===== config.mk =====
export PLATFORM = sky130hd
export DESIGN_NAME = instr_fetch_unit
export DESIGN_NICKNAME = d
export VERILOG_FILES = /design/src/rtl/instr_fetch_unit.sv
export SDC_FILE = /design/constraint.sdc
export NUM_CORES = 1
export LEC_CHECK = 0
export CORE_MARGIN = 1.5
export CORE_UTILIZATION = 50
export DETAILED_ROUTE_END_ITERATION = 12
export PLACE_DENSITY = 0.85
export SLEW_MARGIN = 20
export SYNTH_ARGS = -nofsm -noshare
export SYNTH_HDL_FRONTEND = slang
export SYNTH_SLANG_ARGS = --single-unit

===== constraint.sdc =====
create_clock -name clk -period 5.26 [get_ports clk]
set_input_delay 0.789 -clock clk [delete_from_list [all_inputs] [get_ports clk]]
set_output_delay 0.789 -clock clk [all_outputs]
set_load 0.03 [all_outputs]

===== src/rtl/instr_fetch_unit.sv =====
// ---------------------------------------------------------------------------
// instr_fetch_unit
//
// Instruction fetch front end. Issues word-aligned fetch requests to an
// instruction memory, captures returned words into a 2-entry instruction
// buffer, and presents the buffer head (word, PC and decoded fields) to the
// decode stage. Redirects from decode (taken branch, JAL, JALR) flush the
// buffer and retarget fetch; a request already on the bus when a redirect
// arrives is allowed to finish and its data is dropped.
//
// Parameters
//   RESET_PC    : first fetch address after reset
//   DEPTH       : instruction buffer entries (only 2 is supported)
//
// Ports
//   clk         : in  1   clock, all state updates on the rising edge
//   rst         : in  1   synchronous, active-high reset
//   imem_req    : out 1   fetch request, held until accepted
//   imem_addr   : out 32  fetch address, stable while imem_req is high
//   imem_valid  : in  1   response strobe; transfer = imem_req & imem_valid
//   imem_rdata  : in  32  instruction word, valid with imem_valid
//   redirect    : in  1   one-cycle pulse from decode: new fetch target
//   redirect_pc : in  32  new fetch address (low two bits ignored)
//   dec_valid   : out 1   buffer head holds an instruction
//   dec_ready   : in  1   decode consumes the head when dec_valid is high
//   instr       : out 32  head instruction word
//   opcode      : out 7   instr[6:0]
//   funct3      : out 3   instr[14:12]
//   funct7      : out 7   instr[31:25]
//   pc_out      : out 32  address of the head instruction
// ---------------------------------------------------------------------------
module instr_fetch_unit #(
    parameter logic [31:0] RESET_PC = 32'h0000_0000,
    parameter int          DEPTH    = 2
) (
    input  logic        clk,
    input  logic        rst,
    output logic        imem_req,
    output logic [31:0] imem_addr,
    input  logic        imem_valid,
    input  logic [31:0] imem_rdata,
    input  logic        redirect,
    input  logic [31:0] redirect_pc,
    output logic        dec_valid,
    input  logic        dec_ready,
    output logic [31:0] instr,
    output logic [6:0]  opcode,
    output logic [2:0]  funct3,
    output logic [6:0]  funct7,
    output logic [31:0] pc_out
);

    // Fetch state machine encoding.
    localparam logic [1:0] ST_FETCH     = 2'd0;  // request outstanding, data kept
    localparam logic [1:0] ST_WAIT_ROOM = 2'd1;  // buffer full, no request
    localparam logic [1:0] ST_DISCARD   = 2'd2;  // finish stale request, drop data

    localparam logic [1:0] FULL_COUNT = 2'(DEPTH);

    // -----------------------------------------------------------------------
    // State
    // -----------------------------------------------------------------------
    logic [1:0]  state_q, state_d;
    logic [31:0] fetch_pc_q, fetch_pc_d;    // next address to fetch (or redirect target)
    logic [31:0] hold_addr_q, hold_addr_d;  // address of the stale request in DISCARD
    logic [1:0]  count_q, count_d;
    logic        rd_ptr_q, rd_ptr_d;
    logic        wr_ptr_q, wr_ptr_d;

    // Buffer storage: PC and instruction word per entry.
    logic [31:0] buf_pc_q    [2];
    logic [31:0] buf_instr_q [2];

    logic transfer;
    logic push;
    logic pop;

    // Only the word-aligned part of the redirect target is used.
    logic unused_redirect_lsb;
    assign unused_redirect_lsb = ^redirect_pc[1:0];

    // -----------------------------------------------------------------------
    // Outputs
    // -----------------------------------------------------------------------
    // Gated by rst so that nothing is requested or presented during reset,
    // including the very first reset cycle before the registers clear.
    assign imem_req  = !rst && ((state_q == ST_FETCH) || (state_q == ST_DISCARD));
    // In DISCARD the bus must keep showing the abandoned request's address
    // while fetch_pc_q already holds the redirect target.
    assign imem_addr = (state_q == ST_DISCARD) ? hold_addr_q : fetch_pc_q;

    assign dec_valid = !rst && (count_q != 2'd0);
    assign instr     = buf_instr_q[rd_ptr_q];
    assign pc_out    = buf_pc_q[rd_ptr_q];
    assign opcode    = instr[6:0];
    assign funct3    = instr[14:12];
    assign funct7    = instr[31:25];

    assign transfer = imem_req && imem_valid;
    // Data is only kept in FETCH, and a redirect on the same edge drops it.
    assign push     = (state_q == ST_FETCH) && transfer && !redirect;
    assign pop      = dec_valid && dec_ready;

    // -----------------------------------------------------------------------
    // Next-state logic
    // -----------------------------------------------------------------------
    // NOTE: every signal assigned here gets a default first so no latch is
    // inferred on paths that do not update it.
    always_comb begin
        state_d     = state_q;
        fetch_pc_d  = fetch_pc_q;
        hold_addr_d = hold_addr_q;
        count_d     = count_q;
        rd_ptr_d    = rd_ptr_q;
        wr_ptr_d    = wr_ptr_q;

        if (redirect) begin
            // Redirect dominates push and pop: flush and retarget.
            count_d    = 2'd0;
            rd_ptr_d   = 1'b0;
            wr_ptr_d   = 1'b0;
            fetch_pc_d = {redirect_pc[31:2], 2'b00};
            case (state_q)
                ST_FETCH: begin
                    if (transfer) begin
                        state_d = ST_FETCH;
                    end else begin
                        // Request is on the bus and cannot be withdrawn.
                        state_d     = ST_DISCARD;
                        hold_addr_d = fetch_pc_q;
                    end
                end
                ST_WAIT_ROOM: state_d = ST_FETCH;
                ST_DISCARD:   state_d = transfer ? ST_FETCH : ST_DISCARD;
                default:      state_d = ST_FETCH;
            endcase
        end else begin
            if (push) begin
                wr_ptr_d = !wr_ptr_q;
            end
            if (pop) begin
                rd_ptr_d = !rd_ptr_q;
            end
            count_d = count_q + 2'(push) - 2'(pop);

            case (state_q)
                ST_FETCH: begin
                    if (push) begin
                        fetch_pc_d = fetch_pc_q + 32'd4;
                        if (count_d == FULL_COUNT) begin
                            state_d = ST_WAIT_ROOM;
                        end
                    end
                end
                ST_WAIT_ROOM: begin
                    // Leave as soon as the pop edge frees an entry.
                    if (count_d < FULL_COUNT) begin
                        state_d = ST_FETCH;
                    end
                end
                ST_DISCARD: begin
                    if (transfer) begin
                        state_d = ST_FETCH;
                    end
                end
                default: state_d = ST_FETCH;
            endcase
        end
    end

    // -----------------------------------------------------------------------
    // Control registers
    // -----------------------------------------------------------------------
    // NOTE: sequential state uses non-blocking assignments so every register
    // samples the pre-edge values of the others.
    always_ff @(posedge clk) begin
        if (rst) begin
            state_q     <= ST_FETCH;
            fetch_pc_q  <= {RESET_PC[31:2], 2'b00};
            hold_addr_q <= {RESET_PC[31:2], 2'b00};
            count_q     <= 2'd0;
            rd_ptr_q    <= 1'b0;
            wr_ptr_q    <= 1'b0;
        end else begin
            state_q     <= state_d;
            fetch_pc_q  <= fetch_pc_d;
            hold_addr_q <= hold_addr_d;
            count_q     <= count_d;
            rd_ptr_q    <= rd_ptr_d;
            wr_ptr_q    <= wr_ptr_d;
        end
    end

    // -----------------------------------------------------------------------
    // Buffer storage
    // -----------------------------------------------------------------------
    // NOTE: the storage is deliberately not reset; entries are only ever
    // read when count_q marks them valid, so their power-up value is unseen.
    always_ff @(posedge clk) begin
        if (!rst && push) begin
            buf_pc_q[wr_ptr_q]    <= fetch_pc_q;
            buf_instr_q[wr_ptr_q] <= imem_rdata;
        end
    end

endmodule


Yosys cells after proc, flatten, opt, wreduce, memory -nomap -nowiden
Memory sizes are Yosys's and may differ from the RTL's. A register that Yosys moved wholly into a read port is not among the register bits.
Cells that the tools add are included.
{"block": "totals", "register_bits": 70, "mem_bits_rw": 128, "input_bits": 69, "mem_count": 2}
{"block": "classes", "n_addsub": 3, "order_cmp": 1, "eq_ne": 7, "mux": 18, "bitwise_logic": 1, "n_reduce_logical": 22}
{"memory": "buf_instr_q", "words": 2, "width": 32, "rd": 1, "rd_clocked_by_memory_dff": 1, "write_ports": 1, "line": "72", "text": "logic [31:0] buf_instr_q [2];"}
{"memory": "buf_pc_q", "words": 2, "width": 32, "rd": 1, "rd_clocked_by_memory_dff": 1, "write_ports": 1, "line": "71", "text": "logic [31:0] buf_pc_q [2];"}
{"cell": "two-way mux 32 bit", "n": 4}
{"cell": "adder 32 x 3 -> 32 bit (second input constant)", "n": 1}
{"cell": "two-way mux 2 bit", "n": 7}
{"cell": "inequality test 3 bit (second input constant)", "n": 3}
{"cell": "logical AND 1 bit", "n": 7}
{"cell": "two-way mux 1 bit", "n": 6}
{"cell": "case mux 2 bit (3 select lines)", "n": 1}
{"cell": "nonzero test 2 bit", "n": 3}
{"cell": "== test 2 bit (second input constant)", "n": 2}
{"cell": "logical NOT 1 bit", "n": 4}
{"cell": "AND reduction 2 bit", "n": 2}
{"cell": "AND reduction 4 bit", "n": 1}
{"cell": "OR reduction 2 bit", "n": 2}
{"cell": "inequality test 3 x 2 -> 1 bit (second input constant)", "n": 1}
{"cell": "AND reduction 3 bit", "n": 1}
{"cell": "adder 2 x 1 -> 2 bit", "n": 1}
{"cell": "== test 2 x 1 -> 1 bit (second input constant)", "n": 1}
{"cell": "logical NOT 2 bit", "n": 1}
{"cell": "< comparator 2 bit (second input constant)", "n": 1}
{"cell": "subtractor 2 x 1 -> 2 bit", "n": 1}
{"cell": "logical OR 1 bit", "n": 1}
{"cell": "NOT 1 bit", "n": 1}

Logic depth before layout (Yosys ltp)
Gate-level depths: netlist (run 1).
{"block": "depth", "word_depth": 13, "mapped_depth": 11, "mapped_depth_nobuf": 9}

Worst setup path after synthesis (run 1)
No wires, ideal clock.
{"block": "synth_timing", "path_type": "in2reg", "startpoint": "input redirect", "endpoint": "memory buf_instr_q[0][0] (enable)", "arrival_time_ps": 4175, "required_ps": 4778, "path_slack_ps": 603, "stages": 5, "n_path_buf": 2, "path_cell_list": "clkinv_1 clkbuf_1 clkbuf_1 nand2_1 nor2_1"}
{"block": "synth_between", "elab_chain_cells": 5}
{"element": "start: declaration", "line": "42", "text": "input logic redirect,"}
{"element": "logical NOT 1 bit", "line": "101", "text": "assign push = (state_q == ST_FETCH) && transfer && !redirect;"}
{"element": "logical AND 1 bit", "line": "101"}
{"element": "logical AND 1 bit", "line": "200", "text": "if (!rst && push) begin"}
{"element": "two-way mux 1 bit", "line": "200"}
{"element": "two-way mux 1 bit (not written as such)", "line": "202", "text": "buf_instr_q[wr_ptr_q] <= imem_rdata;"}
{"element": "end: declaration", "line": "72"}
Every way passes these cells.

==> run metrics, run 1 <==
DP Wirelength=12400 um; initial core utilization=between 50% and 60%; Root Driver=clkbuf_16; later-pin clock latency in the skew report=approximately 0.43 ns; max-cap violations=0; std cell rows=46; Hold Path Class=register to register; top cell type by total area after synthesis=edfxtp_1; Core Util, Final=66.2%; Startpoint Class=register; first-pass iteration count of the detailed router=5; critical path type=register to primary output; DRC=0; Avg Vias per Cell=~5.6; Overflow after GRT=0; mapped cell area=slightly above 8000 sq um; Arr. time, crit path=2.72 ns; Clock Sinks=191; Finished Cell Area=roughly 11000 sq um; Post-synth ARST share=0%; Max VDD drop=roughly 0.23 mV; WL per Instance=18.3 um; sequential fraction of the synthesis area=between 60% and 70%; Worst Path Required=about 4.5 ns; Final ANT Viol Nets=0; Final setup viols=0; Yosys Warn Count=0; ant diodes=0; vias in the first global route=about 5600; H-tree Lvls=4; CTS clk-pin slew, worst paths=around 0.070 ns; Setup crit end kind=primary output; CTS tree=built; Avg Cell Area, Syn=~13 sq um; area added between synthesis and finish=29.7%; Rel. slew slack=approximately two fifths; Die Wd=130 um; Die Y=about 130 um; Core ar.=15900 sq um; cell count after synthesis=~640; share of the synthesized area in the top cell type=a little under half; Critical Path Fanout Max=between 40 and 50; synthesis-stage register bit count=191; post-CTS setup buffers=0; Num CTS Buffers=17; Synth area leaders=edfxtp_1 (46%), dfxtp_1 (17%), mux2_2 (13%); Leak=3.56 nW; CTS Hold Bufs=0; Least-Margin Pin Slew=between 0.8 and 0.9 ns; Clock Skews=approximately 0.0092 ns; Fin. Hold Viols=0; area of the die=roughly 17000 sq um; pin count of the biggest net entering global routing=68; Peak Freq=roughly 0.28 GHz; Bufs on Longest Clock Path=2; Final nets=862; Distinct cells, synth=51; layout cell share with drive strength beyond 1=between 15 and 20%; I/O Pins=184; dpl cell area=9930 sq um; final cycle utilization of the critical path=approximately two thirds; DR iter-0 viols=396; via count of the routed design=5714; setup total negative slack=0 ns; outcome=finished clean; Pwr Density=roughly 310 nW/um^2; gr usage total=between 20% and 30%; FILL cells=1181; gpl congestion=approximately 0.84; Post-synth EDFFs=roughly 120; Post-Route WL=18700 um; first-pass GRT wire length=approximately 28000 um; initial antenna violation count=0; Final min period=around 3.5 ns; RSZ-0062 raised after global routing=false; Gates resized, CTS repair=0; count of input and output buffers=177; max-slew violations=0; Synth Flop Type=edfxtp_1
-- power breakdown --
part | total, mW | switching [mW] | internal (mW) | leakage, nW
Sequential | 1.69 | 0.0493 | 1.64 | 1.70
Clock | 1.25 | 0.547 | 0.708 | 0.290
Combinational | 0.345 | 0.187 | 0.157 | 1.58
-- registers in the layout, summed over array words and instances, names as in the netlist, named ones only --
| register | cells |
|---|---|
| state_q | 2 |
| buf_pc_q | 60 |
| hold_addr_q | 30 |
| rd_ptr_q | 1 |
| count_q | 2 |
| buf_instr_q | 64 |
| wr_ptr_q | 1 |
| fetch_pc_q | 30 |
-- layout by cell type, fill, tap and decap left out, drive strengths merged, types with 4 or more instances in the layout --
master / n
o21ai: 8
buf: 11
nand2: 75
and4: 9
nand4: 14
clkinv: 5
nor4: 7
or3: 7
xor2: 5
inv: 19
clkbuf: 23
a21oi: 32
or4: 4
clkdlybuf4s50: 176
a211oi: 13
nor3: 12
conb: 4
nand3: 10
dfxtp: 67
edfxtp: 124
a311oi: 8
and3: 5
mux2: 90
xnor2: 7
nor2: 23
a2111oi: 9
-- worst max-delay path, cell delays in order (launching register included) --
cell and delay, ns:
dfxtp_2 0.67, buf_4 0.58, mux2_2 0.42, clkdlybuf4s50_1 0.61
-- cells in the mapped netlist (12+ instances only) --
| master | count |
|---|---|
| nand4_1 | 14 |
| inv_1 | 15 |
| dfxtp_1 | 67 |
| a21oi_1 | 32 |
| a211oi_1 | 13 |
| clkbuf_1 | 35 |
| nand2_1 | 75 |
| buf_4 | 21 |
| nor3_1 | 12 |
| nor2_1 | 23 |
| mux2_2 | 90 |
| edfxtp_1 | 124 |
-- through the flow --
| stage | setup slack [ns] | hold WS, ns | total power, mW | std cells |
|---|---|---|---|---|
| 4_1_cts | 1.69 | 0.455 | 3.30 | 1019 |
| 3_3_place_gp | 1.67 | 0.439 | 2.05 | 987 |
| 6_report | 1.75 | 0.454 | 3.29 | 1019 |
| 5_1_grt | 1.57 | 0.473 | 3.39 | 1019 |
| 3_5_place_dp | 1.51 | 0.446 | 2.07 | 987 |
| 2_1_floorplan | 0.603 | 0.424 | 1.91 | 646 |
-- per-layer routing --
layer / GRT usage [%] / part of all wire [%] / up-vias
li1: - / - / 2677
met1: 26.6 / 41 / 2755
met2: 37.6 / 50 / 251
met3: 5.25 / 7.1 / 31
met4: 9.11 / 1.9 / 0
met5: 0 / 0 / -
-- final timing paths --
check                                     from                           end  slack (ns)  cells after the start
setup / recovery                      register                     funct7[1]        1.75                      3
hold / removal    hold_addr_q[14]$_SDFFE_PP0P_  hold_addr_q[14]$_SDFFE_PP0P_        0.45                      2
setup reg to reg       state_q[0]$_SDFFE_PP0P_   fetch_pc_q[21]$_SDFFE_PP0P_        2.60                      4
hold reg to reg   hold_addr_q[14]$_SDFFE_PP0P_  hold_addr_q[14]$_SDFFE_PP0P_        0.45                      2
-- cell families (layout without fill, tap and decap cells) --
kind of cell             after synthesis  in the layout  synth area share, %
buffers and inverters                 78            235                 4.61
flip-flops                           191            191                 62.5
adder cells (fa/ha/maj)                3              3                0.463
other                                  1              4               0.0463
multiplexers                          90             90                 12.5
AO/OA/AOI/OAI                         88             88                 7.47
AND/OR/NAND/NOR                      180            180                 11.1
XOR/XNOR                              12             12                 1.30
-- final cells by class --
| type | count | area, sq um | share of cell area [%] |
|---|---|---|---|
| tap | 216 | 270 | 2.57 |
| multi-input combinational | 377 | 2690 | 25.6 |
| inverter | 16 | 60.1 | 0.571 |
| clock inverter | 9 | 67.6 | 0.642 |
| timing repair buffer | 187 | 1840 | 17.5 |
| sequential | 191 | 5070 | 48.2 |
| clock buffer | 23 | 522 | 4.96 |
Note: power is estimated with default switching activity, not from simulation.
==> inputs of run 2 (changes only) <==
clock period = 3.4 ns   (was 5.26 ns; I/O delays follow)
==> run 2 against run 1 <==
Net effect: via count grew 0.47%; design area grew 0.35%; clock-buffer cell count up 1; first-iteration DRC count up 18%; largest power group unchanged; cell count is 0.39% higher; flip-flop and latch count is the same; clock skew down 0.00092 ns; sequential power up 55%; power rose by 52%; highest routed layer unchanged.
==> run metrics, run 2 (synthesized netlist as in run 1, its figures left out) <==
outcome=finished clean; initial core utilization=51.0%; Peak Freq=about 0.34 GHz; Finished Cell Area=roughly 11000 sq um; met1 Usage GRT=a little over a quarter; Bufs on Longest Clock Path=2; sw frac=between 20% and 30%; Final nets=between 800 and 900; via count of the routed design=about 5700; Arr. time, crit path=about 2.4 ns; Comb pwr share=between 10% and 20%; CTS clk-pin slew, worst paths=~0.07 ns; RSZ-0062 raised after global routing=false; first-pass iteration count of the detailed router=5; area of the die=17000 sq um; commonest non-fill, non-tap cell in the layout=clkdlybuf4s50_1; switching power of the nets=around 1.2 mW; area added between synthesis and finish=30.2%; Least-Margin Pin Slew=about 0.78 ns; WL per Instance=18.5 um; placed instance count=991; Gates resized, CTS repair=0; hold path depth=2; total power=around 5 mW; Final WS setup=approximately 0.47 ns; most frequent cells in the layout=clkdlybuf4s50_1 (176), edfxtp_1 (124), mux2_2 (90); ant diodes=0; busiest layer in global routing=met2; DP Wirelength=~12000 um; final cycle utilization of the critical path=86.3%; Die Y=~130 um; Die Wd=~130 um; Hold Path Class=register to register; Pwr Density=roughly 470 nW/um^2; I/O Pins=184; Critical Path Fanout Max=32; max-cap violations=0; count of input and output buffers=roughly 180; Num CTS Buffers=17; critical path type=register to primary output; gpl congestion=0.869; final non-filler cell total=1023; total internal power=~3.8 mW; setup total negative slack=0 ns; pre-CTS setup slack=roughly 0.31 ns; Final setup viols=0; std cell rows=between 40 and 50; Clock Skews=between 0.008 and 0.009 ns; FILL cells=between 1000 and 1500; Top reg by flops=buf_instr_q; initial antenna violation count=0; Leak=~3.6 nW; Rel. slew slack=a little under half; dpl cell area=between 9000 and 10000 sq um; CTS tree=built; Worst Path Required=between 2 and 3 ns; Core ar.=between 15000 and 20000 sq um; later-pin clock latency in the skew report=~0.42 ns; Final min period=roughly 3 ns; global routing usage on met2=about two fifths; H-tree Lvls=4; pin count of the biggest net entering global routing=63; Max VDD drop=~0.37 mV; Worst R2R Path Depth=4; max-slew violations=0; gr usage total=about 22%; Post-Route WL=between 15000 and 20000 um; Root Driver=clkbuf_16; Avg Vias per Cell=about 5.6; vias in the first global route=approximately 5700; met3 global-route usage=under 10%; post-CTS setup buffers=0; Final ANT Viol Nets=0; Clock Sinks=191; Reg power frac=52.3%; layout cell share with drive strength beyond 1=17.6%; Setup crit end kind=primary output; CTS Hold Bufs=0; Overflow after GRT=0; Startpoint Class=register; DRC=0; first-pass GRT wire length=a little under 30000 um; Regs by FF count=buf_instr_q x64, buf_pc_q x60; DR iter-0 viols=468; Fin. Hold Viols=0; max reg flops=between 60 and 70; Clock power frac=~37%
==> run 2: cell types whose count changed in the layout (fill, tap and decap cells not counted), moves of 2 or more <==
cell	change
clkbuf_8	+2
inv_6	-2
clkbuf_16	-2
buf_12	+3
==> run 2: power groups by stage <==
stage	Sequential [mW]	Combinational [mW]	Clock, mW
final	2.62	0.540	1.85
after global routing	2.63	0.574	1.97
after CTS	2.62	0.541	1.88
after detailed placement	2.67	0.536	0
after global placement	2.66	0.525	0
after floorplan	2.63	0.317	0
==> run 2: metal layers <==
layer / routed length (um) / part of all wire [%]
met4: 462 / 2.4
met2: 9360 / 49
met1: 7670 / 41
met3: 1430 / 7.5
met5: 0 / 0
==> run 2: per-stage QoR <==
stage               util [%]  hold WS [ns]
detailed placement      62.9         0.447
CTS                     66.4         0.456
floorplan                  -         0.424
global route            66.4         0.478
global placement        62.9         0.439
finish                  66.4         0.453
==> run 2: path summary, 6_finish.rpt <==
check,from,end,slack (ns)
setup / recovery,state_q[1]$_SDFFE_PP0P_,imem_addr[10],0.47
hold reg to reg,hold_addr_q[6]$_SDFFE_PP0P_,hold_addr_q[6]$_SDFFE_PP0P_,0.45
hold / removal,hold_addr_q[6]$_SDFFE_PP0P_,hold_addr_q[6]$_SDFFE_PP0P_,0.45
setup reg to reg,state_q[0]$_SDFFE_PP0P_,fetch_pc_q[21]$_SDFFE_PP0P_,0.92
==> run 2: area by class of cell <==
class / instances / area (sq um) / area share [%]
flip-flops and latches: 191 / 5070 / 48.0
multi-input cells: 377 / 2690 / 25.5
well taps: 216 / 270 / 2.56
clock inverters: 8 / 55.1 / 0.522
inverters: 16 / 60.1 / 0.569
repair buffers: 191 / 1910 / 18.1
clock buffers: 24 / 504 / 4.78
==> run 2: critical path, cell delays in order, from the launching register on <==
cell,delay (ns)
dfxtp_1,0.43
and2b_1,0.15
buf_4,0.41
mux2_2,0.41
clkdlybuf4s50_1,0.61
